[src/rtl/comparator_operand_gen.sv]
// rtl/comparator_operand_gen.sv - operand front end for the 2-bit comparator demo
module comparator_operand_gen #(
   parameter int DEBOUNCE_CYCLES = 500000,
   parameter int DWELL_CYCLES    = 50000000
) (
   input  logic       clk,
   input  logic       rst_n,
   input  logic       sw_a1,
   input  logic       sw_a0,
   input  logic       sw_b1,
   input  logic       sw_b0,
   input  logic       btn_mode,
   input  logic       btn_step,
   output logic       a1,
   output logic       a0,
   output logic       b1,
   output logic       b0,
   output logic       opnd_valid,
   output logic [1:0] mode
);

   localparam int DB_W = $clog2(DEBOUNCE_CYCLES);
   localparam int DW_W = $clog2(DWELL_CYCLES);
   localparam logic [DB_W-1:0] DB_LAST = DB_W'(DEBOUNCE_CYCLES - 1);
   localparam logic [DW_W-1:0] DW_LAST = DW_W'(DWELL_CYCLES - 1);

   typedef enum logic [1:0] {
      MODE_MANUAL = 2'b00,
      MODE_AUTO   = 2'b01,
      MODE_STEP   = 2'b10,
      MODE_BAD    = 2'b11
   } mode_t;

   // bit order: {step, mode, a1, a0, b1, b0}
   logic [5:0]      raw;
   logic [5:0]      sync1;
   logic [5:0]      sync2;
   logic [5:0]      stable;
   logic [DB_W-1:0] db_cnt [6];
   logic [1:0]      btn_prev;
   logic            mode_press;
   logic            step_press;

   mode_t           state;
   mode_t           state_nxt;
   logic [DW_W-1:0] dwell_cnt;
   logic            dwell_done;

   logic [3:0]      op;
   logic [3:0]      op_nxt;
   logic            op_chg;

   assign raw = {btn_step, btn_mode, sw_a1, sw_a0, sw_b1, sw_b0};

   always_ff @(posedge clk or negedge rst_n) begin
      if (!rst_n) begin
         sync1 <= '0;
         sync2 <= '0;
      end else begin
         sync1 <= raw;
         sync2 <= sync1;
      end
   end

   always_ff @(posedge clk or negedge rst_n) begin
      if (!rst_n) begin
         stable <= '0;
         for (int i = 0; i < 6; i++) db_cnt[i] <= '0;
      end else begin
         for (int i = 0; i < 6; i++) begin
            if (sync2[i] == stable[i]) begin
               db_cnt[i] <= '0;
            end else if (db_cnt[i] == DB_LAST) begin
               stable[i] <= ~stable[i];
               db_cnt[i] <= '0;
            end else begin
               db_cnt[i] <= db_cnt[i] + DB_W'(1);
            end
         end
      end
   end

   always_ff @(posedge clk or negedge rst_n) begin
      if (!rst_n) btn_prev <= '0;
      else        btn_prev <= stable[5:4];
   end

   assign mode_press = stable[4] & ~btn_prev[0];
   assign step_press = stable[5] & ~btn_prev[1];

   always_ff @(posedge clk or negedge rst_n) begin
      if (!rst_n) state <= MODE_MANUAL;
      else        state <= state_nxt;
   end

   always_comb begin
      state_nxt = state;
      case (state)
         MODE_MANUAL: if (mode_press) state_nxt = MODE_AUTO;
         MODE_AUTO:   if (mode_press) state_nxt = MODE_STEP;
         MODE_STEP:   if (mode_press) state_nxt = MODE_MANUAL;
         default:     state_nxt = MODE_MANUAL;
      endcase
   end

   always_comb begin
      mode = state;
   end

   assign dwell_done = (state == MODE_AUTO) && (dwell_cnt == DW_LAST);

   always_ff @(posedge clk or negedge rst_n) begin
      if (!rst_n)                                    dwell_cnt <= '0;
      else if (mode_press || state != MODE_AUTO || dwell_done) dwell_cnt <= '0;
      else                                           dwell_cnt <= dwell_cnt + DW_W'(1);
   end

   // A mode press wins over any same-cycle step or dwell increment.
   always_comb begin
      op_nxt = op;
      if (!mode_press) begin
         case (state)
            MODE_MANUAL: op_nxt = stable[3:0];
            MODE_AUTO:   if (dwell_done) op_nxt = op + 4'd1;
            MODE_STEP:   if (step_press) op_nxt = op + 4'd1;
            default:     op_nxt = op;
         endcase
      end
   end

   always_ff @(posedge clk or negedge rst_n) begin
      if (!rst_n) begin
         op         <= '0;
         op_chg     <= 1'b0;
         opnd_valid <= 1'b0;
      end else begin
         op         <= op_nxt;
         op_chg     <= (op_nxt != op);
         opnd_valid <= op_chg;
      end
   end

   assign {a1, a0, b1, b0} = op;

endmodule

[config.mk]
export PLATFORM = sky130hd
export DESIGN_NAME = comparator_operand_gen
export DESIGN_NICKNAME = d
export VERILOG_FILES = /design/src/rtl/comparator_operand_gen.sv
export SDC_FILE = /design/constraint.sdc
export NUM_CORES = 1
export LEC_CHECK = 0
export BUFFER_PORTS_ARGS = -buffer_cell sky130_fd_sc_hd__buf_2
export CORE_ASPECT_RATIO = 0.5
export CORE_MARGIN = 3
export CORE_UTILIZATION = 40
export CTS_CLUSTER_SIZE = 25
export DETAILED_ROUTE_END_ITERATION = 8
export PLACE_DENSITY_LB_ADDON = 0.25
export RECOVER_POWER = 50
export SYNTH_ARGS = -nofsm -noshare
export SYNTH_HDL_FRONTEND = slang
export SYNTH_SLANG_ARGS = --single-unit
[constraint.sdc]
create_clock -name clk -period 3.9 [get_ports clk]
set_input_delay 0.39 -clock clk [delete_from_list [all_inputs] [get_ports clk]]
set_output_delay 0.39 -clock clk [all_outputs]
set_load 0.005 [all_outputs]
### After elaboration in Yosys (flattened, before gate mapping)

Cells that the tools add are included.

| storage, ports and cells | value |
|---|---|
| word-level logic and storage cells | 96 |
| output and inout port bits | 7 |
| register bits after elaboration | 168 |
| input bits | 8 |

| operators by class | value |
|---|---|
| add/sub/neg operators | 8 |
| bitwise logic cells | 16 |
| reductions and logical operators | 11 |
| mux-type cells | 21 |
| equal/unequal tests | 20 |

Operators with widths:

| cell | count |
|---|---|
| $mux 19 | 12 |
| $add 19x1->19 const B | 6 |
| $eq 19x19->1 const B | 6 |
| $add 26x1->26 const B | 1 |
| $eq 26x26->1 const B | 1 |
| $mux 26 | 1 |
| $not 1->1 | 14 |
| $mux 4 | 3 |
| $pmux 4 s3 | 1 |
| $reduce_and 2->1 | 6 |
| $eq 1x1->1 | 6 |
| $mux 2 | 3 |
| $ne 2x2->1 const B | 3 |
| $pmux 2 s3 | 1 |
| $add 4x1->4 const B | 1 |
| $ne 4x4->1 | 1 |
| $reduce_and 3->1 | 1 |
| $and 1x1->1 | 2 |
| $eq 2x1->1 const B | 1 |
| $eq 2x2->1 const B | 1 |
| $logic_not 2->1 | 1 |
| $logic_or 1x1->1 | 2 |
| $ne 2x1->1 const B | 1 |
| $logic_and 1x1->1 | 1 |

### Longest topological paths before layout

Gate-level depths: netlist (run 1).

| depth | value |
|---|---|
| depth in word-level cells | 6 |
| depth in mapped cells | 8 |
| gate-level depth less buffers | 6 |

### Worst setup path after synthesis (run 1)

Ideal clock, no wire load.

| timing path | value |
|---|---|
| path type | register -> register |
| start point | reg dwell_cnt[0] |
| end point | reg op[3] |
| path slack | 1705 ps |
| data arrival time | 2063 ps |
| path buffers | 2 |
| setup time | 131 ps |
| period minus slack after synthesis | 2195 ps |
| data required time | 3769 ps |
| stages on the path, launching flop included | 9 |
| path through | dfrtp_1 > ha_1 > and3_1 > clkbuf_8 > nand2_4 > or4_1 > buf_2 > o211a_1 > or3b_1 |

| on the way | value |
|---|---|
| longest elaborated chain between the ends | 5 |

RTL lines:

| item | line | text |
|---|---|---|
| start: declaration | 46 | `logic [DW_W-1:0] dwell_cnt;` |
| start signal: assignment | 115 | `else dwell_cnt <= dwell_cnt + DW_W'(1);` |
| $eq 26x26->1 | 110 | `assign dwell_done = (state == MODE_AUTO) && (dwell_cnt == DW_LAST);` |
| $logic_and 1x1->1 | 110 |  |
| $mux 4 | 124 | `MODE_AUTO: if (dwell_done) op_nxt = op + 4'd1;` |
| $pmux 4 s3 | 122 | `case (state)` |
| $mux 4 | 121 | `if (!mode_press) begin` |
| net op_nxt[3] | 50 | `logic [3:0] op_nxt;` |
| end signal: assignment | 137 | `op <= op_nxt;` |
| end: declaration | 49 | `logic [3:0] op;` |

The timed path passes the listed nets, and every way through them passes these cells.
A chain may end at the register's enable or synchronous reset.

### Worst setup path after layout (run 1)

| timing path | value |
|---|---|
| start point | reg dwell_cnt[0] |
| end point | reg dwell_cnt[5] |

| on the way | value |
|---|---|
| longest elaborated chain between the ends | 4 |
| elaborated cells between the ends (all ways) | 5 |
| those cells by class | add/sub (1); eq/ne (1); mux (1); reduce/logical (2) |

RTL lines:

| item | line | text |
|---|---|---|
| branches (longest 3 deep; another with $add 26x1->26) | - |  |
| $mux 26 * | 114 | `else if (mode_press \|\| state != MODE_AUTO \|\| dwell_done) dwell_cnt <= '0;` |

Every way passes the cells marked *.

==> results of run 1 <==
## layout make-up
type                    count  area, um2  share of cell area
clock buffers              18        429              0.0478
inverters                  23       86.3             0.00962
clock inverters            14        148              0.0164
well taps                 266        333              0.0371
flip-flops and latches    168       4200               0.468
repair buffers             16       96.3              0.0107
multi-input cells         606       3680               0.410
## worst register-to-register path: stages (launching register included)
cell and delay, ns:
dfrtp_1 0.38, ha_1 0.19, and3_1 0.32, nand2_4 0.09, or4_1 0.56, nand3_1 0.77
nor2_1 0.13
## metrics by stage
step	hold WS (ns)	area, um2	setup WS [ns]	power, mW	std cells
after global placement	0.335	8410	1.36	1.91	1079
after CTS	0.0447	8980	1.28	3.60	1111
after floorplan	0.0944	8120	1.71	1.86	825
after global routing	0.0476	8980	0.979	3.68	1111
final	0.0636	8980	1.29	3.54	1111
after detailed placement	0.335	8410	1.28	1.91	1079
## per-layer routing
layer	vias up	track usage
met5	-	0
met4	0	0.0479
met3	11	0.0351
met2	64	0.228
met1	2756	0.202
li1	2814	-
## how the worst min path moves through the flow
| stage | to | cells after the start | slack (ns) |
|---|---|---|---|
| 3_3_place_gp | sync2[5]$_DFF_PN0_ | 0 | 0.33 |
| 4_1_cts | sync1[2]$_DFF_PN0_ | 1 | 0.04 |
| 2_1_floorplan | btn_prev[0]$_DFF_PN0_ | 0 | 0.09 |
| 6_report | sync1[3]$_DFF_PN0_ | 1 | 0.06 |
| 3_5_place_dp | sync2[4]$_DFF_PN0_ | 0 | 0.33 |
| 5_1_grt | sync1[4]$_DFF_PN0_ | 1 | 0.05 |
## where the power goes
| part | internal, mW | switching [mW] | total [mW] |
|---|---|---|---|
| Clock | 0.946 | 0.724 | 1.67 |
| Sequential | 1.76 | 0.0185 | 1.78 |
| Combinational | 0.0240 | 0.0673 | 0.0913 |
## kinds of logic after synthesis
logic type | synth area share
adders and majority gates | 0.0123
buffers and inverters | 0.0285
muxes | 0.00940
AOI/OAI and AO/OA | 0.0294
and+or+nand+nor | 0.254
xor gates and xnor gates | 0.148
DFF | 0.518
## sequential cells by signal, indices dropped and copies added, names as in the netlist
register	cells
btn_prev	2
db_cnt	114
dwell_cnt	26
mode	2
op	4
op_chg	1
opnd_valid	1
stable	6
sync1	6
sync2	6
## synthesized netlist by cell type, types with 2 or more instances
cell type | instances | area share
inv_1 | 22 | 0.010
and4_1 | 12 | 0.013
a21oi_1 | 11 | 0.0068
and2_1 | 3 | 0.0023
clkbuf_2 | 2 | 0.0012
nand3b_1 | 4 | 0.0037
nand2b_1 | 4 | 0.0031
and3_2 | 2 | 0.0018
nand4b_1 | 2 | 0.0022
dfrtp_1 | 168 | 0.52
buf_2 | 4 | 0.0025
nand3_1 | 51 | 0.031
xnor2_1 | 60 | 0.065
nand4_1 | 36 | 0.028
buf_6 | 2 | 0.0028
mux2_2 | 5 | 0.0069
or2_2 | 7 | 0.0054
buf_1 | 3 | 0.0014
a211oi_1 | 3 | 0.0028
a31oi_1 | 2 | 0.0015
mux2i_1 | 2 | 0.0025
o22ai_1 | 2 | 0.0015
nor4_1 | 18 | 0.014
nor2_1 | 170 | 0.079
nand2_4 | 2 | 0.0028
and3_1 | 22 | 0.017
nor4b_1 | 5 | 0.0054
o21ai_0 | 11 | 0.0068
or4_1 | 4 | 0.0037
nand2_1 | 45 | 0.021
clkbuf_1 | 15 | 0.0069
nor2b_1 | 3 | 0.0023
nor3_1 | 19 | 0.012
ha_1 | 8 | 0.012
xor2_1 | 77 | 0.083
==> results.md, run 1 <==
* Setup crit start: dwell_cnt[0]$_DFF_PN0_
* Antenna diode count at 0
* Mean Syn Cell Area at 9.84 um2
* HP Start: sw_a1
* WP depth at 6
* Max-cap viol count at 1
* DRC at 0
* Minimum clock period at 2.61 ns
* Worst Setup EP: dwell_cnt[5]$_DFF_PN0_
* Peak VDD IR at 0.161 mV
* Cell family with most CP delay: simple AND/OR/NAND/NOR gates
* Drt pass-1 iters at 5
* Final Max Slew Viols at 88
* Met3 WL post-DR at 421 um
* Die H at 107 um
* Die X at 207 um
* PortBufs at 14
* # clock sinks at 168
* WL/cell at 13.5 um
* Worst-Skew Late Latency at 0.44 ns
* Slowest stage delay, CP at 0.77 ns
* # H-tree levels at 4
* Post-Synthesis Cells at 825
* Vias per inst at 5.08
* Commonest non-fill, non-tap cell in the layout: nor2_1
* Vias at 5,645
* Layout cell share with drive strength beyond 1 at 0.0769
* CP Data Required Time at 4.18 ns
* Ys flop type: dfrtp_1
* Final setup skew at 0.0144 ns
* Worst R2R End: dwell_cnt[5]$_DFF_PN0_
* PD cells at 395 nW/um2
* Total Routing Usage GR at 0.146
* Failing checks: max-capacitance violations, max-slew violations
* Core area at 19,700 um2
* Post-Synthesis Net Count at 841
* EDFF count, synth at 0
* Rows at 36
* DRT iter0 DRCs at 315
* Async set-reset flop share out of synthesis at 1.00
* Status: finished, violations left
* Arrival time at the worst endpoint at 2.89 ns
* Commonest non-fill, non-tap cells in the layout: nor2_1 (170), dfrtp_1 (168), xor2_1 (77), xnor2_1 (60), nand3_1 (51)
* Antenna-violating nets left at 0
* Flops & latches, synth at 168
* Pleak at 3.82 nW
* Fill count at 1,838
* Yosys warns at 0
* Util after Layout at 0.456
* Post-route clock period utilization at 0.668
* CTS clk-pin slew, worst paths at 0.07 ns
* Crit. End Element: register
* WP buf/inv at 0
* R2R Path Start: dwell_cnt[0]$_DFF_PN0_
* # setup viols final at 0
* Post-synth cell types at 54
* Initial antenna violation count at 0
* Sequential fraction of the synthesis area at 0.518
* Largest net degree at the start of global routing at 89
* Met2 routed WL at 6850 um
* Post-CTS Setup Bufs at 0
* Final setup TNS at 0 ns
* Met1 wire length at 7580 um
* FMAX at 0.384 GHz
* Placer congestion estimate at 0.835
* Top sig layer: met4
* Synthesized cell area at 8120 um2
* Hold_buf cts at 0
* Detailed placer's ending HPWL at 9820 um
* Crit path cell chain: ha_1 > and3_1 > nand2_4 > or4_1 > nand3_1 > nor2_1
* Vias in the first global route at 5,592
* CP Max Fanout at 26
* Post-cts gate resize count at 0
* CTS Buffer Depth at 2
* Slew HR at -0.456
* Total wire length at 15,000 um
* TritonCTS clock tree: built
* Reg2reg path depth at 6
* Register-to-register setup slack at 1.29 ns
* Slowest CP cell: nand3_1
* Num ports at 15
* Hold crit path type: in2reg
* Die ar. at 22,100 um2
* Area grow syn2layout at 10.6%
* Global-route wire length before repair at 26,900 um
* Starting density of the core at 0.412
* RSZ-0062 raised after global routing: no
* Final net count at 848
* Root Driver: clkbuf_16
* Total CTS buffers at 17
* Worst-Margin Slew at 2.18 ns
* Fin. Hold Viols at 0
* Global route overflow at 0
* Worst setup SP type: register
* CP Class: reg2reg
Note: power is estimated with default switching activity, not from simulation.
==> inputs of run 2 (changes only) <==
ABC_AREA = 1   (was not set)
clock period = 2.4 ns   (was 3.9 ns; I/O delays follow)
==> results.md, run 2 <==
* Final setup skew at 0.00885 ns
* Most flops, register: db_cnt
* Placer congestion estimate at 0.839
* R2R Path Start: dwell_cnt[0]$_DFF_PN0_
* Flops & latches, synth at 168
* Post-CTS Setup Bufs at 0
* Synth area leaders: dfrtp_1 (49%), nand2_1 (7.1%), nor2_1 (6.2%), inv_1 (5.4%), xor2_1 (4.0%)
* Peak VDD IR at 0.387 mV
* Status: completed
* Mean Syn Cell Area at 8.57 um2
* Min Hold Slack at 0.347 ns
* Die H at 110 um
* # setup viols final at 0
* Worst setup SP type: register
* Crit path cell chain: ha_1 > nand2_1 > nor2_2 > nand2_1 > nor2_4 > nand2_2 > inv_2 > nor2_4 > inv_2 > a31oi_1 > o21a_1
* Commonest non-fill, non-tap cells in the layout: dfrtp_1 (168), nand2_1 (164), nor2_1 (143), inv_1 (124), a21oi_1 (62)
* PD cells at 604 nW/um2
* Hold crit path type: reg2reg
* Vias per inst at 4.90
* Final setup TNS at 0 ns
* Vias in the first global route at 6,442
* Async set-reset flop share out of synthesis at 1.00
* Max reg flops at 114
* Global route overflow at 0
* WL/cell at 12.6 um
* Worst-Skew Late Latency at 0.43 ns
* Rows at 37
* Arrival time at the worst endpoint at 2.36 ns
* Cell family with most CP delay: simple AND/OR/NAND/NOR gates
* Minimum clock period at 1.98 ns
* # clock sinks at 168
* Cell taking the most area after synthesis: dfrtp_1
* RSZ-0062 raised after global routing: no
* Worst-Margin Slew at 1.40 ns
* Post-cts gate resize count at 0
* Commonest non-fill, non-tap cell in the layout: dfrtp_1
* Die X at 214 um
* Hold_buf cts at 7
* Post-synth cell types at 41
* Area grow syn2layout at 13.7%
* Max-cap viol count at 0
* Detailed placer's ending HPWL at 12,400 um
* Layout cell share with drive strength beyond 1 at 0.133
* Commonest cells post-synth: dfrtp_1 (168), nand2_1 (164), nor2_1 (143)
* Drt pass-1 iters at 8
* Register Area at 4200 um2
* PortBufs at 14
* CP Class: reg2reg
* Fill count at 1,975
* Post-route clock period utilization at 0.826
* CTS Buffer Depth at 2
* CTS clk-pin slew, worst paths at 0.06 ns
* Total Routing Usage GR at 0.156
* Core area at 20,900 um2
* Multi-input combinational cell area at 3910 um2
* HP Start: sync1[0]$_DFF_PN0_
* Crit. End Element: register
* Final net count at 1,068
* Count leader, synth: dfrtp_1
* Setup crit start: dwell_cnt[0]$_DFF_PN0_
* Antenna diode count at 0
* Root Driver: clkbuf_16
* DRT iter0 DRCs at 375
* Slew HR at 0.0650
* DRC at 0
* Synthesized cell area at 8640 um2
* Pleak at 4.22 nW
* Largest registers: db_cnt (114), dwell_cnt (26)
* Vias at 6,643
* Yosys warns at 0
* Fin. Hold Viols at 0
* TritonCTS clock tree: built
* Ys flop type: dfrtp_1
* Total wire length at 17,100 um
* Starting density of the core at 0.414
* # H-tree levels at 4
* Num ports at 15
* Antenna-violating nets left at 0
* Slowest CP cell: dfrtp_1
* Yosys top cell area share at 0.486
* CP Data Required Time at 2.77 ns
* WP buf/inv at 2
* Post-Synthesis Net Count at 1,025
* Initial antenna violation count at 0
* Total CTS buffers at 17
* CP Max Fanout at 16
* Die ar. at 23,500 um2
* Post-Synthesis Cells at 1,009
* Global-route wire length before repair at 30,000 um
* EDFF count, synth at 0
* Slowest stage delay, CP at 0.40 ns
* Largest net degree at the start of global routing at 53
* FMAX at 0.504 GHz
* Sequential fraction of the synthesis area at 0.486
* Final Max Slew Viols at 0
==> run 2: logic make-up (layout without fill, tap and decap cells) <==
family	Yosys count	after routing	share of synthesized area
simple gates	530	530	0.316
mux	6	6	0.00782
buf+inv	139	194	0.0612
fa+ha+maj	8	8	0.0116
compound gates	112	112	0.0702
xor+xnor	46	46	0.0466
flops	168	168	0.486
==> run 2: where the power goes <==
| part | switching [mW] | total, mW | internal, mW |
|---|---|---|---|
| sequential | 0.0246 | 2.89 | 2.87 |
| clock | 1.14 | 2.86 | 1.72 |
| combinational | 0.125 | 0.183 | 0.0578 |
| total | 1.29 | 5.94 | 4.64 |
==> run 2: final cells by class <==
class / instances / share of cell area
Tap cell: 292 / 0.0372
Clock inverter: 10 / 0.0148
Inverter: 135 / 0.0516
Sequential cell: 168 / 0.428
Multi-Input combinational cell: 702 / 0.398
Clock buffer: 21 / 0.0479
Timing Repair Buffer: 28 / 0.0230
==> run 2: through the flow <==
step | cell area, um2 | setup slack, ns | instances | utilization | power (mW)
2_1_floorplan | 8640 | 0.726 | 1009 | - | 3.02
3_3_place_gp | 9150 | 0.528 | 1318 | 0.438 | 3.12
3_5_place_dp | 9150 | 0.449 | 1318 | 0.438 | 3.13
4_1_cts | 9840 | 0.434 | 1356 | 0.471 | 6.02
5_1_grt | 9830 | 0.238 | 1356 | 0.471 | 6.17
6_report | 9830 | 0.418 | 1356 | 0.471 | 5.94
==> run 2: final timing paths <==
kind	endpoint	slack [ns]	cells past startpoint
hold / removal	sync2[0]$_DFF_PN0_	0.35	0
max in group asynchronous	dwell_cnt[4]$_DFF_PN0_	0.59	3
setup reg to reg	dwell_cnt[13]$_DFF_PN0_	0.42	11
setup / recovery	dwell_cnt[13]$_DFF_PN0_	0.42	11
min in group asynchronous	db_cnt[94]$_DFF_PN0_	0.67	2
hold reg to reg	sync2[0]$_DFF_PN0_	0.35	0
==> run 2: worst register-to-register path, stage by stage, from the launching register on <==
cell and delay, ns:
dfrtp_1 0.40, ha_1 0.23, nand2_1 0.09, nor2_2 0.06, nand2_1 0.11, nor2_4 0.06, nand2_2 0.10, inv_2 0.05
nor2_4 0.31, inv_2 0.20, a31oi_1 0.18, o21a_1 0.13
==> run 2: metal layers <==
metal / track usage / vias up / share of wire
met1: 0.202 / 3141 / 0.50
met4: 0.0496 / 0 / 0.011
met5: 0 / - / 0
li1: - / 3390 / -
met2: 0.264 / 99 / 0.46
met3: 0.0370 / 13 / 0.032
==> inputs of run 3 (changes only) <==
clock period = 1.7 ns   (was 2.4 ns; I/O delays follow)
==> results.md, run 3 (same netlist as run 2, synthesis figures left out) <==
* Status: finished, violations left
* Failing checks: negative setup slack
* Most flops, register: db_cnt
* Met3 WL post-DR at 385 um
* Hold crit path type: reg2reg
* Commonest non-fill, non-tap cells in the layout: dfrtp_1 (167), nand2_1 (152), nor2_1 (129), inv_1 (120), buf_4 (120)
* Clock Power Share at 0.471
* Antenna diode count at 0
* # H-tree levels at 4
* Root Driver: clkbuf_16
* TritonCTS clock tree: built
* Peak VDD IR at 0.578 mV
* PD cells at 744 nW/um2
* Rows at 37
* P_int at 6.49 mW
* Global route overflow at 0
* Num ports at 15
* Global-route wire length before repair at 31,200 um
* Total Routing Usage GR at 0.161
* Register Area at 4210 um2
* Switch Pwr at 1.84 mW
* CP Data Required Time at 2.02 ns
* Placed cell area at 9690 um2
* CTS clk-pin slew, worst paths at 0.06 ns
* Commonest non-fill, non-tap cell in the layout: dfrtp_1
* Final Max Slew Viols at 0
* Post-route clock period utilization at 1.04
* Antenna-violating nets left at 0
* Comb pwr share at 0.038
* Placer congestion estimate at 0.880
* Final net count at 1,194
* Total CTS buffers at 17
* Fin. Hold Viols at 0
* Pleak at 5.02 nW
* Fill count at 1,820
* Worst setup SP type: register
* Max-cap viol count at 0
* Vias at 7,193
* CP Max Fanout at 5
* Die X at 214 um
* Initial antenna violation count at 0
* Final setup TNS at -0.304 ns
* Tot Pwr at 8.32 mW
* Final setup skew at 0.00741 ns
* Total wire length at 18,900 um
* Final Cell Area at 11,200 um2
* Worst-Margin Slew at 1.15 ns
* Slew HR at 0.233
* # clock sinks at 168
* DRC at 0
* Largest net degree at the start of global routing at 44
* Layout cell share with drive strength beyond 1 at 0.280
* Detailed placer's ending HPWL at 13,000 um
* WL/cell at 12.7 um
* FMAX at 0.564 GHz
* Starting density of the core at 0.414
* RSZ-0062 raised after global routing: yes
* Drt pass-1 iters at 4
* Max reg flops at 114
* Met1 wire length at 9000 um
* Die H at 110 um
* Die ar. at 23,500 um2
* Reg power frac at 0.491
* Minimum clock period at 1.77 ns
* Sw Ratio at 0.221
* DRT iter0 DRCs at 341
* PortBufs at 14
* Vias in the first global route at 6,747
* Vias per inst at 4.85
* Worst-Skew Late Latency at 0.44 ns
* CTS Buffer Depth at 2
* Top sig layer: met4
* Area grow syn2layout at 29.4%
* # setup viols final at 8
* Multi-input combinational cell area at 4320 um2
* Arrival time at the worst endpoint at 2.10 ns
* CP Class: reg2reg
* Largest registers: db_cnt (114), dwell_cnt (26)
* Crit. End Element: register
* Met2 routed WL at 9230 um
* Core area at 20,900 um2
* Worst Slack Setup Final at -0.0734 ns
[run 3: changes by cell type in the layout (fill, tap and decap cells not counted), sizes merged]
cell and change:
buf +127, clkbuf -1, clkinvlp -2, clkinv +2, inv +1
[run 3: worst max-delay path: stages, from the launching register on]
cell and delay [ns]:
dfrtp_1 0.37, ha_2 0.20, nand2_2 0.07, nor2_4 0.14, nand2_2 0.09, nor2_4 0.11, nand2_2 0.07, inv_2 0.09
nand2_4 0.06, nor2_4 0.13, nand3_4 0.12, nor3_2 0.16, nor3_1 0.06
[run 3: path summary, 6_finish.rpt]
kind,slack [ns],depth (start not counted),end,start
max,-0.07,12,dwell_cnt[22]$_DFF_PN0_,dwell_cnt[1]$_DFF_PN0_
min,0.35,0,sync2[2]$_DFF_PN0_,sync1[2]$_DFF_PN0_
max reg2reg,-0.07,12,dwell_cnt[22]$_DFF_PN0_,dwell_cnt[1]$_DFF_PN0_
min reg2reg,0.35,0,sync2[2]$_DFF_PN0_,sync1[2]$_DFF_PN0_
max in group asynchronous,0.16,3,db_cnt[62]$_DFF_PN0_,rst_n
min in group asynchronous,0.49,2,db_cnt[87]$_DFF_PN0_,rst_n
[run 3: area by class of cell]
class / count / area share
Timing Repair Buffer: 154 / 0.107
Clock inverter: 11 / 0.0133
Clock buffer: 21 / 0.0394
Multi-Input combinational cell: 702 / 0.386
Inverter: 135 / 0.0460
Sequential cell: 168 / 0.376
Tap cell: 292 / 0.0327
[run 3: repair_timing]
action                                 in CTS  in global routing
setup endpoints to repair                   4                 69
pin swaps                                   1                 51
hold buffers                                7                  0
endpoints found under the hold margin      45                  0
gates resized for setup                     5                114
buffers inserted                            5                 50
[run 3: through the flow]
step,instances,utilization,worst slack (ns),hold slack (ns)
6_report,1483,0.536,-0.0734,0.350
5_1_grt,1483,0.536,-0.264,0.365
2_1_floorplan,1009,-,0.0263,-0.126
4_1_cts,1433,0.498,-0.0154,0.237
3_3_place_gp,1389,0.464,0.00131,0.135
3_5_place_dp,1389,0.464,-0.0395,0.132
[run 3: power by group through the flow]
stage                     Clock (mW)  Combinational [mW]  Sequential, mW
after global routing            4.21               0.367            4.09
after CTS                       4.01               0.292            4.08
final                           3.92               0.318            4.09
after floorplan                    0               0.109            4.15
after global placement             0               0.275            4.15
after detailed placement           0               0.278            4.15
[run 3: layer usage]
metal,track usage,vias to the layer above
met3,0.0348,26
met1,0.207,3454
met2,0.271,61
met4,0.0563,0
li1,-,3652
met5,0,-
